## src/rtl/fir_pkg.sv

```systemverilog
// Shared width helpers and reset-time coefficient values for the FIR filter.
package fir_pkg;

  function automatic int prodWidth(input int inW, input int coefW);
    return inW + coefW;
  endfunction

  function automatic int outWidth(input int taps, input int inW, input int coefW);
    return inW + coefW + $clog2(taps);
  endfunction

  function automatic int addrWidth(input int taps);
    return (taps > 1) ? $clog2(taps) : 1;
  endfunction

  // Coefficient loaded into tap k whenever the filter is reset.
  function automatic int defaultCoef(input int k);
    return k + 1;
  endfunction

endpackage

```

## src/rtl/fir_tap.sv

```systemverilog
// One FIR tap: a delay-line register followed by a registered signed multiply.
module fir_tap
  import fir_pkg::*;
#(
  parameter int INPUT_WIDTH = 8,
  parameter int COEF_WIDTH  = 8,
  localparam int PROD_WIDTH = prodWidth(INPUT_WIDTH, COEF_WIDTH)
) (
  input  logic                         clk,
  input  logic                         rst,
  input  logic                         shift_i,
  input  logic signed [INPUT_WIDTH-1:0] sample_i,
  input  logic signed [COEF_WIDTH-1:0]  coef_i,
  output logic signed [INPUT_WIDTH-1:0] sample_o,
  output logic signed [PROD_WIDTH-1:0]  product_o
);

  logic signed [INPUT_WIDTH-1:0] sample_q;
  logic signed [PROD_WIDTH-1:0]  product_d;
  logic signed [PROD_WIDTH-1:0]  product_q;

  // Both operands are widened first so the multiply runs at full product width.
  always_comb begin
    product_d = PROD_WIDTH'(sample_q) * PROD_WIDTH'(coef_i);
  end

  always_ff @(posedge clk) begin
    if (rst) begin
      sample_q  <= '0;
      product_q <= '0;
    end else begin
      if (shift_i) begin
        sample_q <= sample_i;
      end
      product_q <= product_d;
    end
  end

  assign sample_o  = sample_q;
  assign product_o = product_q;

endmodule

```

## src/rtl/fir_filter.sv

```systemverilog
// Direct-form FIR filter: tap chain, coefficient bank, adder stage and valid pipeline.
module fir_filter
  import fir_pkg::*;
#(
  parameter int NUM_OF_TAPS = 3,
  parameter int INPUT_WIDTH = 8,
  parameter int COEF_WIDTH  = 8,
  localparam int OUTPUT_WIDTH = outWidth(NUM_OF_TAPS, INPUT_WIDTH, COEF_WIDTH),
  localparam int ADDR_WIDTH   = addrWidth(NUM_OF_TAPS)
) (
  input  logic                          clk,
  input  logic                          rst,
  input  logic signed [INPUT_WIDTH-1:0] input_data,
  input  logic                          input_data_flag,
  input  logic                          coef_wr_en,
  input  logic [ADDR_WIDTH-1:0]         coef_addr,
  input  logic signed [COEF_WIDTH-1:0]  coef_data,
  output logic signed [OUTPUT_WIDTH-1:0] output_data,
  output logic                          output_data_flag
);

  localparam int PROD_WIDTH = prodWidth(INPUT_WIDTH, COEF_WIDTH);

  logic signed [COEF_WIDTH-1:0]   coef_q      [NUM_OF_TAPS];
  logic signed [INPUT_WIDTH-1:0]  sampleChain [NUM_OF_TAPS+1];
  logic signed [PROD_WIDTH-1:0]   product_w   [NUM_OF_TAPS];
  logic signed [INPUT_WIDTH-1:0]  tail_unused;
  logic signed [OUTPUT_WIDTH-1:0] sum_d;
  logic signed [OUTPUT_WIDTH-1:0] out_q;
  logic [1:0]                     valid_q;
  logic                           outFlag_q;

  assign sampleChain[0] = input_data;
  // The oldest sample simply falls off the end of the delay line.
  assign tail_unused = sampleChain[NUM_OF_TAPS];

  for (genvar k = 0; k < NUM_OF_TAPS; k++) begin : gTap
    fir_tap #(
      .INPUT_WIDTH(INPUT_WIDTH),
      .COEF_WIDTH (COEF_WIDTH)
    ) uTap (
      .clk      (clk),
      .rst      (rst),
      .shift_i  (input_data_flag),
      .sample_i (sampleChain[k]),
      .coef_i   (coef_q[k]),
      .sample_o (sampleChain[k+1]),
      .product_o(product_w[k])
    );
  end

  always_comb begin
    sum_d = '0;
    for (int k = 0; k < NUM_OF_TAPS; k++) begin
      sum_d = sum_d + OUTPUT_WIDTH'(product_w[k]);
    end
  end

  // valid_q[0] marks a fresh capture, valid_q[1] marks products ready to sum.
  always_ff @(posedge clk) begin
    if (rst) begin
      for (int k = 0; k < NUM_OF_TAPS; k++) begin
        coef_q[k] <= COEF_WIDTH'(defaultCoef(k));
      end
      valid_q   <= '0;
      out_q     <= '0;
      outFlag_q <= 1'b0;
    end else begin
      for (int k = 0; k < NUM_OF_TAPS; k++) begin
        if (coef_wr_en && (coef_addr == ADDR_WIDTH'(k))) begin
          coef_q[k] <= coef_data;
        end
      end
      valid_q   <= {valid_q[0], input_data_flag};
      outFlag_q <= valid_q[1];
      if (valid_q[1]) begin
        out_q <= sum_d;
      end
    end
  end

  assign output_data      = out_q;
  assign output_data_flag = outFlag_q;

endmodule

```

## config.mk

```make
export PLATFORM = sky130hd
export DESIGN_NAME = fir_filter
export DESIGN_NICKNAME = d
export VERILOG_FILES = /design/src/rtl/fir_pkg.sv /design/src/rtl/fir_tap.sv /design/src/rtl/fir_filter.sv
export SDC_FILE = /design/constraint.sdc
export NUM_CORES = 1
export LEC_CHECK = 0
export CORE_MARGIN = 2
export CORE_UTILIZATION = 45
export CTS_CLUSTER_DIAMETER = 120
export CTS_CLUSTER_SIZE = 12
export DETAILED_ROUTE_END_ITERATION = 10
export RECOVER_POWER = 100
export SYNTH_ARGS = -nofsm -noshare
export SYNTH_HDL_FRONTEND = slang
export SYNTH_SLANG_ARGS = --single-unit
```

## constraint.sdc

```tcl
create_clock -name clk -period 5.89 [get_ports clk]
set_input_delay 1.178 -clock clk [delete_from_list [all_inputs] [get_ports clk]]
set_output_delay 1.178 -clock clk [all_outputs]
set_load 0.01 [all_outputs]
```

; After elaboration in Yosys (flattened, before gate mapping)
; Memories as Yosys holds them, arrays and structs flattened.
; Cells that the tools add are included.
[word_totals]
output_inout_bits = 19
memories = 1
ram_bits = 24
reg_bits = 93
[memory_table]
columns = name, words, word_bits, read_ports, rd_clocked_by_memory_dff, write_ports, line
row1 = coef_q, 3, 8, 3, 0, 3, fir_filter.sv:24  ; logic signed [COEF_WIDTH-1:0] coef_q [NUM_OF_TAPS];
[classes]
bitwise = 3
muxes = 14
mul = 3
n_reduce_logical = 4
addsub = 2
n_eq_ne = 2
[ops]
columns = cell, n
row1 = $mul 8x8->16, 3
row2 = $mux 8, 3
row3 = $add 17x16->18, 1
row4 = $add 16x16->17, 1
row5 = $mux 1, 11
row6 = $logic_and 1x1->1, 3
row7 = $or 1x1->1, 3
row8 = $eq 2x1->1 const B, 1
row9 = $eq 2x2->1 const B, 1
row10 = $logic_not 2->1, 1

; Depth between registers and ports, before layout
; Gate-level depths: netlist of the first run.
[logic_depth]
ltp_word = 6
depth_mapped = 17
ltp_nobuf = 16

; Modules after synthesis
; From an unflattened synthesis of the first run, not the netlist that was laid out.
[hier_totals]
cells_unflattened = 1275
hier_area_um2 = 12306.8
[modules_own_cells]
columns = mod, area_each_um2, instances, cells_per_inst
row1 = fir_tap (gTap[0].uTap), 3246.9, 1, 350
row2 = fir_tap (gTap[2].uTap), 3216.8, 1, 345
row3 = fir_tap (gTap[1].uTap), 3215.6, 1, 345
row4 = fir_filter, 2627.5, 1, 235

; Worst setup path after synthesis of the first run
; Ideal clock, no wire load.
[synth_path]
path_kind = reg2reg
startpoint = register gTap[0].uTap.sample_q[7]
endpoint = register gTap[0].uTap.product_q[15]
path_slack_ns = 1.502
n_path_buf = 1
path_stages_with_launch = 17
arrival_time_ns = 4.269
period_less_slack_ns = 4.388
path_cell_list = dfxtp_1 > clkbuf_1 > nand2_1 > fa_1 > fa_1 > inv_1 > fa_1 > inv_1 > fa_1 > inv_1 > ha_1 > a2111oi_2 > o21ai_1 > a31o_2 > a2111oi_4 > or3_1 > a21oi_2
[synth_between]
elab_chain_len = 1
[synth_lines]
columns = item, line
row1 = from (decl), fir_tap.sv:18  ; logic signed [INPUT_WIDTH-1:0] sample_q;
row2 = from (signal assigned), fir_tap.sv:33  ; sample_q <= sample_i;
row3 = $mul 8x8->16, fir_tap.sv:24  ; product_d = PROD_WIDTH'(sample_q) * PROD_WIDTH'(coef_i);
row4 = to (signal assigned), fir_tap.sv:35  ; product_q <= product_d;
row5 = to (decl), fir_tap.sv:20  ; logic signed [PROD_WIDTH-1:0] product_q;
; Every way passes these cells.
; A chain may end at the register's enable or synchronous reset.

; Worst setup path after layout of the first run
; Ends and elaborated chain as after synthesis.

==> qor.csv, run 1 <==
metric,value,unit
CTS-repair resized insts,0,
Pwr Total,3.37,mW
total CTS buffers,17,
drt initial violations,450,
violated checks,"max-capacitance violations, max-slew violations",
I/O Buffers,40,
instance count on the critical path,15,
Max Fclk,203,MHz
asr flop ratio synth,0,%
start point of the worst min-delay path,valid_q[0]$_SDFF_PP0_,
post-route fraction of the period consumed by the critical path,83.7,%
final sum of negative setup slack,0,ns
startpoint kind of the worst setup timing path,flop,
cells after synthesis,1262,
number of I/O pins,41,
via count of the first global-routing pass,8643,
"Top cell by count, worst path",fa_1,
routed wire length,26800,um
P&R area growth vs syn,10.2,%
post-synthesis cell area,0.0122,mm2
DR DRC count,0,
sequential area share after synthesis,21.1,%
Die Outline Area,0.0285,mm2
per-cell via count in the routed design,4.96,
"slowest stage delay, CP",0.54,ns
kind of end point of the critical path,flop,
data arrival time of the critical path,5.18,ns
number of setup buffers added after CTS,0,
#FFs+latches synth,117,
distinct cell type count of the synthesized netlist,50,
register clock-pin slew on the reported worst setup and hold paths,0.06,ns
syn nets,1569,
hold-fix buffers at CTS,0,
cell-by-cell listing of the critical path,"nand2_1, inv_1, fa_1, fa_1, fa_1, inv_1, fa_1, inv_1, ha_1, a2111oi_0, o21ai_0, a31o_2, a2111oi_4, or3_1, a21oi_2",
clock period minus worst slack,4.93,ns
final antenna-violating net count,0,
fraction of layout cells with a size suffix above 1,4.44,%
largest cells by area after synthesis,"fa_1 30%, dfxtp_1 15%, ha_1 11%",
endpoint of the lowest-slack register-to-register path,gTap[0].uTap.product_o[15]$_SDFF_PP0_,
worst reg2reg setup slack,0.96,ns
Mean Syn Cell Area,9.69,um2
wire length of the first global-routing pass,45900,um
family with the most delay on the worst path,adder cells,
final net count,1601,
crit path to,gTap[0].uTap.product_o[15]$_SDFF_PP0_,
core outline area,0.0268,mm2
global routing usage summed across all routing layers,20.6,%
placer's final routability congestion estimate,0.800,
number of levels in the clock H-tree,4,
Sink Count,117,
commonest cells in the synthesized netlist,"254 x inv_1, 182 x fa_1, 133 x and2_1",
leading cell type by number of instances after synthesis,inv_1,
worst min-delay path class,flop to flop,
worst path setup slack after routing,0.962,ns
launch point of the worst path,gTap[0].uTap.sample_o[7]$_SDFFE_PP0P_,
P per Cell Area,250,mW/mm2
Worst path slowest cell,dfxtp_1,
logic depth of the worst register-to-register path,15,
worst flop-to-flop path startpoint,gTap[0].uTap.sample_o[7]$_SDFFE_PP0P_,
standard-cell rows,60,
static leakage,6.42,nW
horizontal die dimension,169,um
run status,finished with violations,
"area leader, netlist",fa_1,
number of max-capacitance violations reported,2,
root buffer cell,clkbuf_16,
Peak supply drop,0.159,mV
Buffers & Inverters on Critical Path,3,
average wire per standard cell,16.3,um
max_slew headroom,-27.5,%
pin count of the biggest net entering global routing,64,
initial core utilization,45.6,%
"Warnings, synthesis",0,
clock latency reported for the late side of the worst-skew pair,0.42,ns
antenna cells,0,
required time reported for the critical path endpoint,6.14,ns
remaining global-route overflow,0,
Tightest Pin Transition,1.91,ns
Layout Skew,0.0102,ns
share of the synthesized area in the top cell type,29.8,%
Pre-Repair DR Iteration Count,5,
initial antenna violation count,0,
final hold violation count,0,
Main synth FF type,dfxtp_1,
Pins Over Slew Limit,51,
vias after detailed routing,8175,
maximum fanout along the worst path,10,
number of enable flip-flop cells after synthesis,24,
Max Buffers Root-to-Sink,2,
post-DP HPWL,21900,um
Die Ht,169,um
number of failing setup endpoints in the final timing report,0,
clock tree from TritonCTS,built,
worst setup path class,flop to flop,
minimum setup slack after placement,1.11,ns
setup repair after global routing missed its margin,false,
-- sequential cells by signal, indices dropped and copies added, names as in the netlist --
| name | count |
|---|---|
| gTap.uTap.sample_o | 24 |
| output_data_flag | 1 |
| output_data | 18 |
| gTap.uTap.product_o | 48 |
| valid_q | 2 |
| coef_q | 24 |
-- worst register-to-register path, cell delays in order (launching register included) --
cell and delay (ns):
dfxtp_1 0.54, nand2_1 0.22, inv_1 0.12, fa_1 0.45, fa_1 0.53, fa_1 0.50, inv_1 0.05, fa_1 0.47
inv_1 0.04, ha_1 0.34, a2111oi_0 0.41, o21ai_0 0.21, a31o_2 0.30, a2111oi_4 0.35, or3_1 0.16, a21oi_2 0.05
-- logic make-up after synthesis --
logic type      synth area share [%]
simple gates                    16.1
flops                           21.1
xor+xnor                        2.65
buf+inv                         8.85
mux                             3.04
fa+ha+maj                       40.3
compound gates                  7.92
-- power by group --
group,total (mW),leakage (nW),switching [mW],internal (mW)
Clock,0.973,0.274,0.397,0.576
Combinational,1.35,5.15,0.755,0.593
Sequential,1.04,0.999,0.125,0.920
-- final cells by class --
type / count / area (um2)
Fill cell: 2435 / 13300
Clock inverter: 12 / 90.1
Multi-Input combinational cell: 862 / 8550
Sequential cell: 117 / 2580
Tap cell: 341 / 427
Inverter: 254 / 953
Clock buffer: 20 / 467
Timing Repair Buffer: 42 / 407
-- metrics by stage --
| step | util [%] | hold WS, ns | instances | area [um2] |
|---|---|---|---|---|
| floorplan | - | 0.414 | 1262 | 12200 |
| global placement | 48.3 | 0.436 | 1616 | 12900 |
| detailed placement | 48.3 | 0.431 | 1616 | 12900 |
| CTS | 50.4 | 0.436 | 1648 | 13500 |
| global route | 50.3 | 0.451 | 1648 | 13500 |
| finish | 50.3 | 0.440 | 1648 | 13500 |
-- cell usage in the layout (no fill, tap or decap), types with 3 or more instances in the layout --
cell | synthesis | final
nand2b_1 | 11 | 11
nand2_1 | 59 | 59
xor2_1 | 12 | 12
mux2_2 | 9 | 7
a211oi_1 | 15 | 15
fa_1 | 182 | 182
clkbuf_8 | 2 | 3
o22ai_1 | 8 | 8
inv_1 | 254 | 254
xnor2_1 | 25 | 25
clkbuf_16 | 0 | 17
o21ai_0 | 22 | 25
clkdlybuf4s50_1 | 0 | 20
nand4_1 | 4 | 4
dfxtp_1 | 93 | 93
a21o_1 | 11 | 11
and3_1 | 6 | 6
a31oi_1 | 3 | 3
inv_6 | 0 | 4
or4_1 | 4 | 4
a21oi_1 | 22 | 22
or2_2 | 7 | 7
ha_1 | 103 | 103
nor3_1 | 13 | 13
a31o_2 | 5 | 4
o21a_1 | 15 | 15
or3_1 | 6 | 6
o31ai_1 | 3 | 3
mux2i_1 | 27 | 27
and2_0 | 0 | 13
nor2_1 | 77 | 77
o211ai_1 | 3 | 3
edfxtp_1 | 24 | 24
a2111oi_0 | 2 | 4
dlygate4sd3_1 | 0 | 19
nor2b_1 | 46 | 46
and2_1 | 133 | 120
-- routing by layer --
| metal | GRT usage [%] | wire length, um |
|---|---|---|
| met3 | 2.90 | 709 |
| met4 | 4.54 | 364 |
| met1 | 28.9 | 13000 |
| met5 | 0 | 0 |
| met2 | 34.0 | 12800 |
-- worst min-delay path by stage --
stage / endpoint / cells past startpoint
2_1_floorplan: valid_q[1]$_SDFF_PP0_ / 1
3_3_place_gp: valid_q[1]$_SDFF_PP0_ / 1
3_5_place_dp: valid_q[1]$_SDFF_PP0_ / 1
4_1_cts: valid_q[1]$_SDFF_PP0_ / 1
5_1_grt: valid_q[1]$_SDFF_PP0_ / 1
6_report: valid_q[1]$_SDFF_PP0_ / 1
Power figures use the tool's default switching activity.
==> inputs of run 2 (changes only) <==
clock period = 4.3 ns   (was 5.89 ns; I/O delays follow)
==> qor.csv, run 2 (synthesis results as in run 1) <==
metric,value,unit,change
worst path setup slack after routing,-0.153,ns,-1.12 ns
pin count of the biggest net entering global routing,42,,-34%
"Top cell by count, worst path",fa_1,,
worst reg2reg setup slack,-0.15,ns,-1.12 ns
worst flop-to-flop path startpoint,coef_q[0][12]$_DFFE_PP_,,
initial antenna violation count,0,,unchanged
max reg flops,48,,unchanged
number of levels in the clock H-tree,4,,unchanged
number of I/O pins,41,,unchanged
final sum of negative setup slack,-0.228,ns,-0.228 ns
standard-cell rows,60,,unchanged
vias after detailed routing,8883,,+8.7%
Peak supply drop,0.196,mV,+23%
worst min-delay path class,flop to flop,,
fraction of layout cells with a size suffix above 1,25.2,%,+21 points
P per Cell Area,333,mW/mm2,+33%
wire length of the first global-routing pass,47400,um,+3.3%
via count of the first global-routing pass,9293,,+7.5%
max_slew headroom,26.3,%,+54 points
routed wire length,29300,um,+9.3%
required time reported for the critical path endpoint,4.59,ns,-1.55 ns
P&R area growth vs syn,26.7,%,
number of max-capacitance violations reported,0,,-2
cell-by-cell listing of the critical path,"and2_4, fa_1, fa_1, fa_1, inv_2, fa_1, inv_2, ha_4, a2111oi_4, o21ai_2, a31o_2, a2111oi_4, or3_1, a21oi_2",,
clock period minus worst slack,4.45,ns,-0.475 ns
Max Fclk,225,MHz,+11%
average wire per standard cell,16.2,um,-0.77%
register clock-pin slew on the reported worst setup and hold paths,0.05,ns,about the same
hold-fix buffers at CTS,0,,unchanged
startpoint kind of the worst setup timing path,flop,,
data arrival time of the critical path,4.74,ns,-0.44 ns
Pwr Total,5.16,mW,+53%
clock tree from TritonCTS,built,,
hold depth,1,,unchanged
Layout Skew,0.0145,ns,+0.00432 ns
kind of end point of the critical path,flop,,
remaining global-route overflow,0,,unchanged
Worst path slowest cell,fa_1,,
worst setup path class,flop to flop,,
initial core utilization,45.6,%,unchanged
Max Buffers Root-to-Sink,2,,unchanged
Die Ht,169,um,unchanged
worst hold path endpoint,valid_q[1]$_SDFF_PP0_,,
clock latency reported for the late side of the worst-skew pair,0.43,ns,about the same
Hold Worst Slack,0.437,ns,-0.00262 ns
horizontal die dimension,169,um,unchanged
static leakage,7.33,nW,+14%
I/O Buffers,40,,unchanged
number of fill cells,2352,,-3.4%
placer's final routability congestion estimate,0.901,,+13%
total CTS buffers,17,,unchanged
global routing usage summed across all routing layers,21.4,%,+0.76 points
Die Outline Area,0.0285,mm2,unchanged
final net count,1769,,+10%
"slowest stage delay, CP",0.52,ns,-0.02 ns
number of failing setup endpoints in the final timing report,3,,+3
instance count on the critical path,14,,-1
antenna cells,0,,unchanged
setup repair after global routing missed its margin,true,,
Tightest Pin Transition,1.10,ns,-0.813 ns
drt initial violations,369,,-18%
Pins Over Slew Limit,0,,-100%
Pre-Repair DR Iteration Count,5,,unchanged
post-DP HPWL,23500,um,+7.3%
endpoint of the lowest-slack register-to-register path,gTap[1].uTap.product_o[15]$_SDFF_PP0_,,
final antenna-violating net count,0,,unchanged
family with the most delay on the worst path,adder cells,,
per-cell via count in the routed design,4.89,,-1.4%
DR DRC count,0,,unchanged
Sink Count,117,,unchanged
Buffers & Inverters on Critical Path,2,,-1
final hold violation count,0,,unchanged
"commonest non-fill, non-tap cells in the layout","221 x inv_1, 169 x fa_1, 159 x buf_4",,
root buffer cell,clkbuf_16,,
violated checks,negative setup slack,,
run status,finished with violations,,
start point of the worst min-delay path,valid_q[0]$_SDFF_PP0_,,
maximum fanout along the worst path,5,,-5
core outline area,0.0268,mm2,unchanged
logic depth of the worst register-to-register path,14,,-1
post-route fraction of the period consumed by the critical path,104,%,+20 points
"most common cell after layout, fill and taps aside",inv_1,,
-- run 2: cell count changes in the layout (fill, tap and decap cells not counted), sizes merged --
cell,change
clkinv,+1
dlygate4sd3,-19
buf,+170
bufinv,+1
inv,-3
clkdlybuf4s50,+19
clkinvlp,-1
-- run 2: layout make-up --
type | instances | area (um2) | area share, %
multi-input combinational | 862 | 9220 | 59.5
sequential | 117 | 2590 | 16.8
timing repair buffer | 210 | 1720 | 11.1
inverter | 254 | 953 | 6.16
clock buffer | 22 | 475 | 3.07
tap | 341 | 427 | 2.75
clock inverter | 10 | 95.1 | 0.614
-- run 2: timing repair --
item	in CTS	in global routing
setup endpoints to repair	14	18
pin swaps	26	60
endpoints found under the hold margin	0	0
buffers inserted	17	12
gates resized for setup	62	123
-- run 2: worst max path at each step --
stage | slack, ns | start | endpoint
3_3_place_gp | -0.30 | coef_q[0][18]$_DFFE_PP_ | gTap[2].uTap.product_o[13]$_SDFF_PP0_
4_1_cts | -0.08 | coef_q[0][3]$_DFFE_PP_ | gTap[0].uTap.product_o[15]$_SDFF_PP0_
3_5_place_dp | -0.34 | coef_q[0][20]$_DFFE_PP_ | gTap[2].uTap.product_o[13]$_SDFF_PP0_
5_1_grt | -0.35 | coef_q[0][12]$_DFFE_PP_ | gTap[1].uTap.product_o[15]$_SDFF_PP0_
2_1_floorplan | 0.002 | coef_q[0][4]$_DFFE_PP_ | gTap[0].uTap.product_o[15]$_SDFF_PP0_
6_report | -0.15 | coef_q[0][12]$_DFFE_PP_ | gTap[1].uTap.product_o[15]$_SDFF_PP0_
-- run 2: per-layer routing --
layer	GRT usage, %	up-vias	part of all wire, %
met5	0	-	0
met4	6.22	0	2.1
met3	3.18	31	2.5
met2	37.0	109	49
met1	27.8	4384	47
li1	-	4359	-
-- run 2: report_power, final --
part	total [mW]	switching, mW	internal, mW
combinational	2.38	1.24	1.14
sequential	1.40	0.138	1.26
clock	1.39	0.540	0.847
-- run 2: through the flow --
stage          cell area (um2)  setup slack, ns  std cells  util (%)
2_1_floorplan            12200          0.00154       1262         -
3_3_place_gp             14000           -0.297       1759      52.4
3_5_place_dp             14000           -0.343       1759      52.4
4_1_cts                  15000          -0.0803       1808      55.9
5_1_grt                  15500           -0.351       1816      57.8
6_report                 15500           -0.153       1816      57.8
